File: src/rtl/median_pkg.sv
// Shared constants and FSM encoding for the median-filter frame controller.
package median_pkg;

  localparam int unsigned KSIZE_DEF = 5;
  localparam int unsigned HALF_DEF  = KSIZE_DEF / 2;
  localparam int unsigned CW_DEF    = 12;
  localparam int unsigned LAT_DEF   = 8;
  localparam int unsigned LSW       = $clog2(KSIZE_DEF);

  typedef enum logic [1:0] {
    StSearch  = 2'd0,
    StMeasure = 2'd1,
    StLocked  = 2'd2
  } state_e;

endpackage

File: src/rtl/video_pos_counter.sv
// Column/row position tracker for a dv/vs video stream.
// vs rising edge clears everything and wins over a coincident dv falling edge.
module video_pos_counter
  import median_pkg::*;
#(
  parameter int unsigned CW = CW_DEF
) (
  input  logic          clk,
  input  logic          rst,
  input  logic          dv,
  input  logic          vs,
  output logic [CW-1:0] col,
  output logic [CW-1:0] row,
  output logic          dv_fall,
  output logic          vs_rise
);

  localparam logic [CW-1:0] CntMax = '1;

  logic          dv_q, vs_q;
  logic [CW-1:0] col_q, col_d;
  logic [CW-1:0] row_q, row_d;

  assign vs_rise = vs & ~vs_q;
  assign dv_fall = ~dv & dv_q;
  assign col     = col_q;
  assign row     = row_q;

  // Next column/row; both counters saturate instead of wrapping.
  always_comb begin
    col_d = col_q;
    row_d = row_q;
    if (vs_rise) begin
      col_d = '0;
      row_d = '0;
    end else if (dv_fall) begin
      col_d = '0;
      if (row_q != CntMax) row_d = row_q + CW'(1);
    end else if (dv && (col_q != CntMax)) begin
      col_d = col_q + CW'(1);
    end
  end

  // Edge-detect history and position registers.
  always_ff @(posedge clk) begin
    if (!rst) begin
      dv_q  <= 1'b0;
      vs_q  <= 1'b0;
      col_q <= '0;
      row_q <= '0;
    end else begin
      dv_q  <= dv;
      vs_q  <= vs;
      col_q <= col_d;
      row_q <= row_d;
    end
  end

endmodule

File: src/rtl/median_frame_ctrl.sv
// Frame timing controller for the 5x5 median datapath: line-buffer write
// sequencing, geometry lock FSM, sync delay line and border flagging.
module median_frame_ctrl
  import median_pkg::*;
#(
  parameter int unsigned KSIZE = KSIZE_DEF, // odd, 3..8 (line select is 3 bits)
  parameter int unsigned CW    = CW_DEF,
  parameter int unsigned LAT   = LAT_DEF
) (
  input  logic          clk,
  input  logic          rst,
  input  logic          rx_dv,
  input  logic          rx_hs,
  input  logic          rx_vs,
  input  logic          bypass,
  output logic          buf_wr_en,
  output logic [CW-1:0] buf_col,
  output logic [2:0]    buf_line_sel,
  output logic          kernel_valid,
  output logic          tx_dv,
  output logic          tx_hs,
  output logic          tx_vs,
  output logic          tx_border,
  output logic          locked,
  output logic [CW-1:0] frame_w,
  output logic [CW-1:0] frame_h
);

  localparam int unsigned   HALF    = KSIZE / 2;
  localparam logic [CW-1:0] KLast   = CW'(KSIZE - 1);
  localparam logic [CW-1:0] KEdge   = CW'(KSIZE);
  localparam logic [CW-1:0] HalfC   = CW'(HALF);
  localparam logic [2:0]    SelLast = 3'(KSIZE - 1);

  logic [CW-1:0] wr_col, wr_row;
  logic          wr_dv_fall, wr_vs_rise;
  logic [CW-1:0] ox, oy;
  logic          out_dv_fall, out_vs_rise;

  logic [2:0]    line_sel_q, line_sel_d;
  state_e        state_q, state_d;
  logic [CW-1:0] w_q, w_d;
  logic          have_w_q, have_w_d;
  logic [CW-1:0] fw_q, fw_d;
  logic [CW-1:0] fh_q, fh_d;
  logic [LAT-1:0][2:0] dly_q;

  video_pos_counter #(.CW(CW)) u_wr_pos (
    .clk     (clk),
    .rst     (rst),
    .dv      (rx_dv),
    .vs      (rx_vs),
    .col     (wr_col),
    .row     (wr_row),
    .dv_fall (wr_dv_fall),
    .vs_rise (wr_vs_rise)
  );

  video_pos_counter #(.CW(CW)) u_out_pos (
    .clk     (clk),
    .rst     (rst),
    .dv      (tx_dv),
    .vs      (tx_vs),
    .col     (ox),
    .row     (oy),
    .dv_fall (out_dv_fall),
    .vs_rise (out_vs_rise)
  );

  // Write enable is zero-latency but held off while in reset.
  assign buf_wr_en    = rx_dv & rst;
  assign buf_col      = wr_col;
  assign buf_line_sel = line_sel_q;
  assign locked       = (state_q == StLocked);
  assign frame_w      = fw_q;
  assign frame_h      = fh_q;
  assign kernel_valid = locked & rx_dv & (wr_row >= KLast) & (wr_col >= KLast);
  assign {tx_dv, tx_hs, tx_vs} = dly_q[LAT-1];

  // Line rotation: advance per line, restart at frame start.
  always_comb begin
    line_sel_d = line_sel_q;
    if (wr_vs_rise) begin
      line_sel_d = '0;
    end else if (wr_dv_fall) begin
      line_sel_d = (line_sel_q == SelLast) ? 3'd0 : line_sel_q + 3'd1;
    end
  end

  // Geometry lock FSM. At dv_fall the column counter already holds the
  // pixel count of the finished line, so it is compared directly to width.
  always_comb begin
    state_d  = state_q;
    w_d      = w_q;
    have_w_d = have_w_q;
    fw_d     = fw_q;
    fh_d     = fh_q;
    case (state_q)
      StSearch: begin
        if (wr_vs_rise) begin
          state_d  = StMeasure;
          have_w_d = 1'b0;
        end
      end
      StMeasure: begin
        if (wr_vs_rise) begin
          if (wr_row == '0) begin
            state_d = StSearch;
          end else begin
            fw_d    = w_q;
            fh_d    = wr_row;
            state_d = StLocked;
          end
        end else if (wr_dv_fall) begin
          if (!have_w_q) begin
            w_d      = wr_col;
            have_w_d = 1'b1;
          end else if (wr_col != w_q) begin
            state_d = StSearch;
          end
        end
      end
      StLocked: begin
        if (wr_vs_rise) begin
          if (wr_row != fh_q) begin
            state_d  = StMeasure;
            have_w_d = 1'b0;
          end
        end else if (wr_dv_fall && (wr_col != fw_q)) begin
          state_d = StSearch;
        end
      end
      default: state_d = StSearch;
    endcase
  end

  // Border flag; undersized geometry is all-border so the subtractions never wrap.
  always_comb begin
    tx_border = 1'b0;
    if (tx_dv) begin
      if (!locked || bypass || (fw_q < KEdge) || (fh_q < KEdge)) begin
        tx_border = 1'b1;
      end else begin
        tx_border = (ox < HalfC) || (ox >= fw_q - HalfC) ||
                    (oy < HalfC) || (oy >= fh_q - HalfC);
      end
    end
  end

  // Control state registers.
  always_ff @(posedge clk) begin
    if (!rst) begin
      line_sel_q <= '0;
      state_q    <= StSearch;
      w_q        <= '0;
      have_w_q   <= 1'b0;
      fw_q       <= '0;
      fh_q       <= '0;
    end else begin
      line_sel_q <= line_sel_d;
      state_q    <= state_d;
      w_q        <= w_d;
      have_w_q   <= have_w_d;
      fw_q       <= fw_d;
      fh_q       <= fh_d;
    end
  end

  // Fixed-latency sync delay line matching the datapath; never stalls.
  always_ff @(posedge clk) begin
    if (!rst) begin
      dly_q <= '0;
    end else begin
      dly_q[0] <= {rx_dv, rx_hs, rx_vs};
      for (int unsigned i = 1; i < LAT; i++) begin
        dly_q[i] <= dly_q[i-1];
      end
    end
  end

endmodule

File: config.mk
export PLATFORM = sky130hd
export DESIGN_NAME = median_frame_ctrl
export DESIGN_NICKNAME = d
export VERILOG_FILES = /design/src/rtl/median_pkg.sv /design/src/rtl/video_pos_counter.sv /design/src/rtl/median_frame_ctrl.sv
export SDC_FILE = /design/constraint.sdc
export NUM_CORES = 1
export LEC_CHECK = 0
export ABC_AREA = 1
export CORE_ASPECT_RATIO = 2
export CORE_MARGIN = 5
export CORE_UTILIZATION = 40
export CTS_CLUSTER_SIZE = 20
export DETAILED_ROUTE_END_ITERATION = 10
export PLACE_DENSITY = 0.61
export SLEW_MARGIN = 5
export SYNTH_ARGS = -nofsm -noshare
export SYNTH_HDL_FRONTEND = slang
export SYNTH_HIERARCHICAL = 1
export SYNTH_SLANG_ARGS = --single-unit
File: constraint.sdc
create_clock -name clk -period 2.35 [get_ports clk]
set_clock_uncertainty 0.15 [all_clocks]
set_input_delay 0.235 -clock clk [delete_from_list [all_inputs] [get_ports clk]]
set_output_delay 0.235 -clock clk [all_outputs]
set_load 0.05 [all_outputs]
==> metrics.md <==
| Metric | Value |
|---|---|
| Status | `finished, violations left` |
| Failing checks | `setup timing` |
| H-tree depth | `4` |
| Clk buf depth | `2` |
| Clock Latency Late Sink | `410 ps` |
| Mapped Cells | `972` |
| Wire length per cell | `12.9 microns` |
| Worst-Margin Slew | `567 ps` |
| Share of cells above drive strength 1 | `19.4%` |
| Clk network pwr share | `51.4%` |
| Sw Ratio | `24.5%` |
| Endpoint class of the critical path | `output port` |
| Finished Core Util | `53.1%` |
| Final GP Congestion | `0.860` |
| Post-route setup slack | `-864 ps` |
| Drt drc | `0` |
| Post-CTS Hold Fix Bufs | `0` |
| Total gr overflow | `0` |
| DRT Pass-1 Iters | `6` |
| Antenna cells | `0` |
| Total Wirelength | `17.1 mm` |
| Final Hold Fails | `0` |
| Fin nets | `1142` |
| Height of the chip | `194 microns` |
| Hold/Removal Path Class | `in2reg` |
| Area Growth Syn to Fin | `30.6%` |
| MaxCap Viol Count | `0` |
| Placed Cells | `1288` |
| Internal power | `3740 uW` |
| Vias | `6384` |
| I/O Buffers | `51` |
| Core area | `0.0167 sq mm` |
| Syn Std Cell Area | `0.00678 sq mm` |
| Global-route wire length before repair | `28.9 mm` |
| TritonCTS buffer count | `17` |
| Final setup fails | `1` |
| Part of the power in registers | `41.3%` |
| Filler instances | `1635` |
| Die Footprint | `0.0198 sq mm` |
| Fin crit share | `137%` |
| Final min period | `3210 ps` |
| CP Cell Sequence | `inv_4 -> ha_4 -> nand3_2 -> nor3_4 -> buf_4 -> buf_4 -> buf_4 -> xor2_1 -> ha_1 -> nand2_1 -> buf_4 -> nor2_1 -> nand2_1 -> nand2_1 -> nand2_1 -> a21boi_4 -> buf_6` |
| Clk root buf | `clkbuf_16` |
| RSZ-0062 raised after global routing | `yes` |
| CP max-delay cell | `dfxtp_4` |
| Part of the power in combinational logic | `7.3%` |
| Post-route design area | `0.00885 sq mm` |
| Post-DP Area | `0.00814 sq mm` |
| Switching pwr | `1210 uW` |
| Setup CP Type | `reg2out` |
| Antenna violations before repair | `0` |
| Peak VDD IR | `0.000515 V` |
| GR Util All Layers | `18.1%` |
| Clk sinks | `118` |
| WP data required | `1970 ps` |
| Vias in the first global route | `6390` |
| Rows | `67` |
| Antenna viol nets, final | `0` |
| Die Span X | `102 microns` |
| Max Fclk | `311 MHz` |
| CTS tree | `built` |
| Power Density | `559 mW/mm^2` |
| Fin. max-slew vios | `0` |
| Syn Nets | `1010` |
| Initial Util | `40.6%` |
| Pwr Total | `4950 uW` |
| CP arrival | `2830 ps` |
| Clk slew on worst S/H paths | `60 ps` |
| Number of synthesis warnings | `6` |
| Detailed Route Iter0 Violations | `251` |
| Non-Filler Instances | `1324` |
| Relative slew slack | `61.8%` |
| Vias per inst | `4.82` |
| Syn_area_per_cell | `6.97 sq um` |
| # IOs | `52` |
| Slowest stage delay, CP | `350 ps` |
| CP Launch Type | `register` |
| P_leak | `0.00400 uW` |
| Crit Path Max Fanout | `2` |
| Worst Hold Margin | `63.0 ps` |
| Largest net degree at the start of global routing | `48` |
| Detailed Place HPWL | `13.2 mm` |
layout by cell type (no fill, tap or decap), types with 6 or more instances in the layout:
cell and instances:
a21oi_2 12, a31oi_1 8, nor2_4 11, nand2_1 215, nor2_2 11, clkdlybuf4s50_1 46
o21ai_0 44, nand3b_1 7, xor2_1 23, a21oi_1 56, nand3_2 9, nor3_1 8
buf_4 82, o21ai_1 14, nand4_1 11, xnor2_1 19, dfxtp_2 6, clkinv_4 6
clkbuf_16 17, nand3_1 47, ha_1 28, dfxtp_1 108, inv_2 10, nor2_1 135
inv_1 121
power groups by stage:
stage | registers [uW] | clock network [uW] | logic [uW]
3_3_place_gp | 2080 | 0 | 342
3_5_place_dp | 2090 | 0 | 346
6_report | 2040 | 2540 | 360
4_1_cts | 2040 | 2610 | 356
5_1_grt | 2050 | 2690 | 402
2_1_floorplan | 2110 | 0 | 201
metal layers:
| layer | track usage, % | wire length, microns | vias to the layer above |
|---|---|---|---|
| met5 | 0 | 0 | - |
| met1 | 18.4 | 6700 | 2892 |
| met2 | 34.7 | 9470 | 95 |
| met4 | 7.30 | 556 | 0 |
| met3 | 3.38 | 419 | 34 |
| li1 | - | - | 3363 |
through the flow:
stage	TNS (ps)	worst slack (ps)
after CTS	-916	-916
after global routing	-980	-980
final	-864	-864
after detailed placement	-536	-536
after floorplan	-331	-331
after global placement	-446	-446
state kept, by name, summed over array words and instances (netlist names), 3 cells and up:
signal and count:
buf_line_sel 3, dly_q 21, frame_h 12, frame_w 12
u_out_pos/col 12, u_out_pos/row 12, u_wr_pos/col 12, u_wr_pos/row 12
w_q 12
path summary, 6_finish.rpt:
kind,to,startpoint,cells after the start,slack [ps]
max,tx_border,frame_w[1],17,-860
max reg2reg,u_wr_pos/row[0],u_wr_pos/row[0],9,380
min,dly_q[4],rst,3,60
min reg2reg,tx_vs,dly_q[18],2,260
worst max-delay path: cells and delay by family (launching register included):
family	cells	cell delay [ps]
XOR/XNOR	1	130
AND/OR/NAND/NOR	7	590
adder cells (fa/ha/maj)	2	440
flip-flops	1	350
AO/OA/AOI/OAI	1	170
buffers and inverters	6	740
final cells by class:
cell class                      count  area [sq um]  share of cell area [%]
Clock inverter                     14           154                    1.74
Sequential cell                   118          2380                    26.9
Timing Repair Buffer              137          1210                    13.7
Multi-Input combinational cell    694          3890                    43.9
Tap cell                          207           259                    2.92
Clock buffer                       18           429                    4.85
Inverter                          136           526                    5.93
repair_timing:
item / CTS / global route
endpoints found under the hold margin: 0 / 0
endpoints found under the setup margin: 3 / 2
resized for setup: 12 / 10
setup buffers: 4 / 0
pin swaps: 13 / 13
No activity file was read; power rests on OpenSTA's default activity.
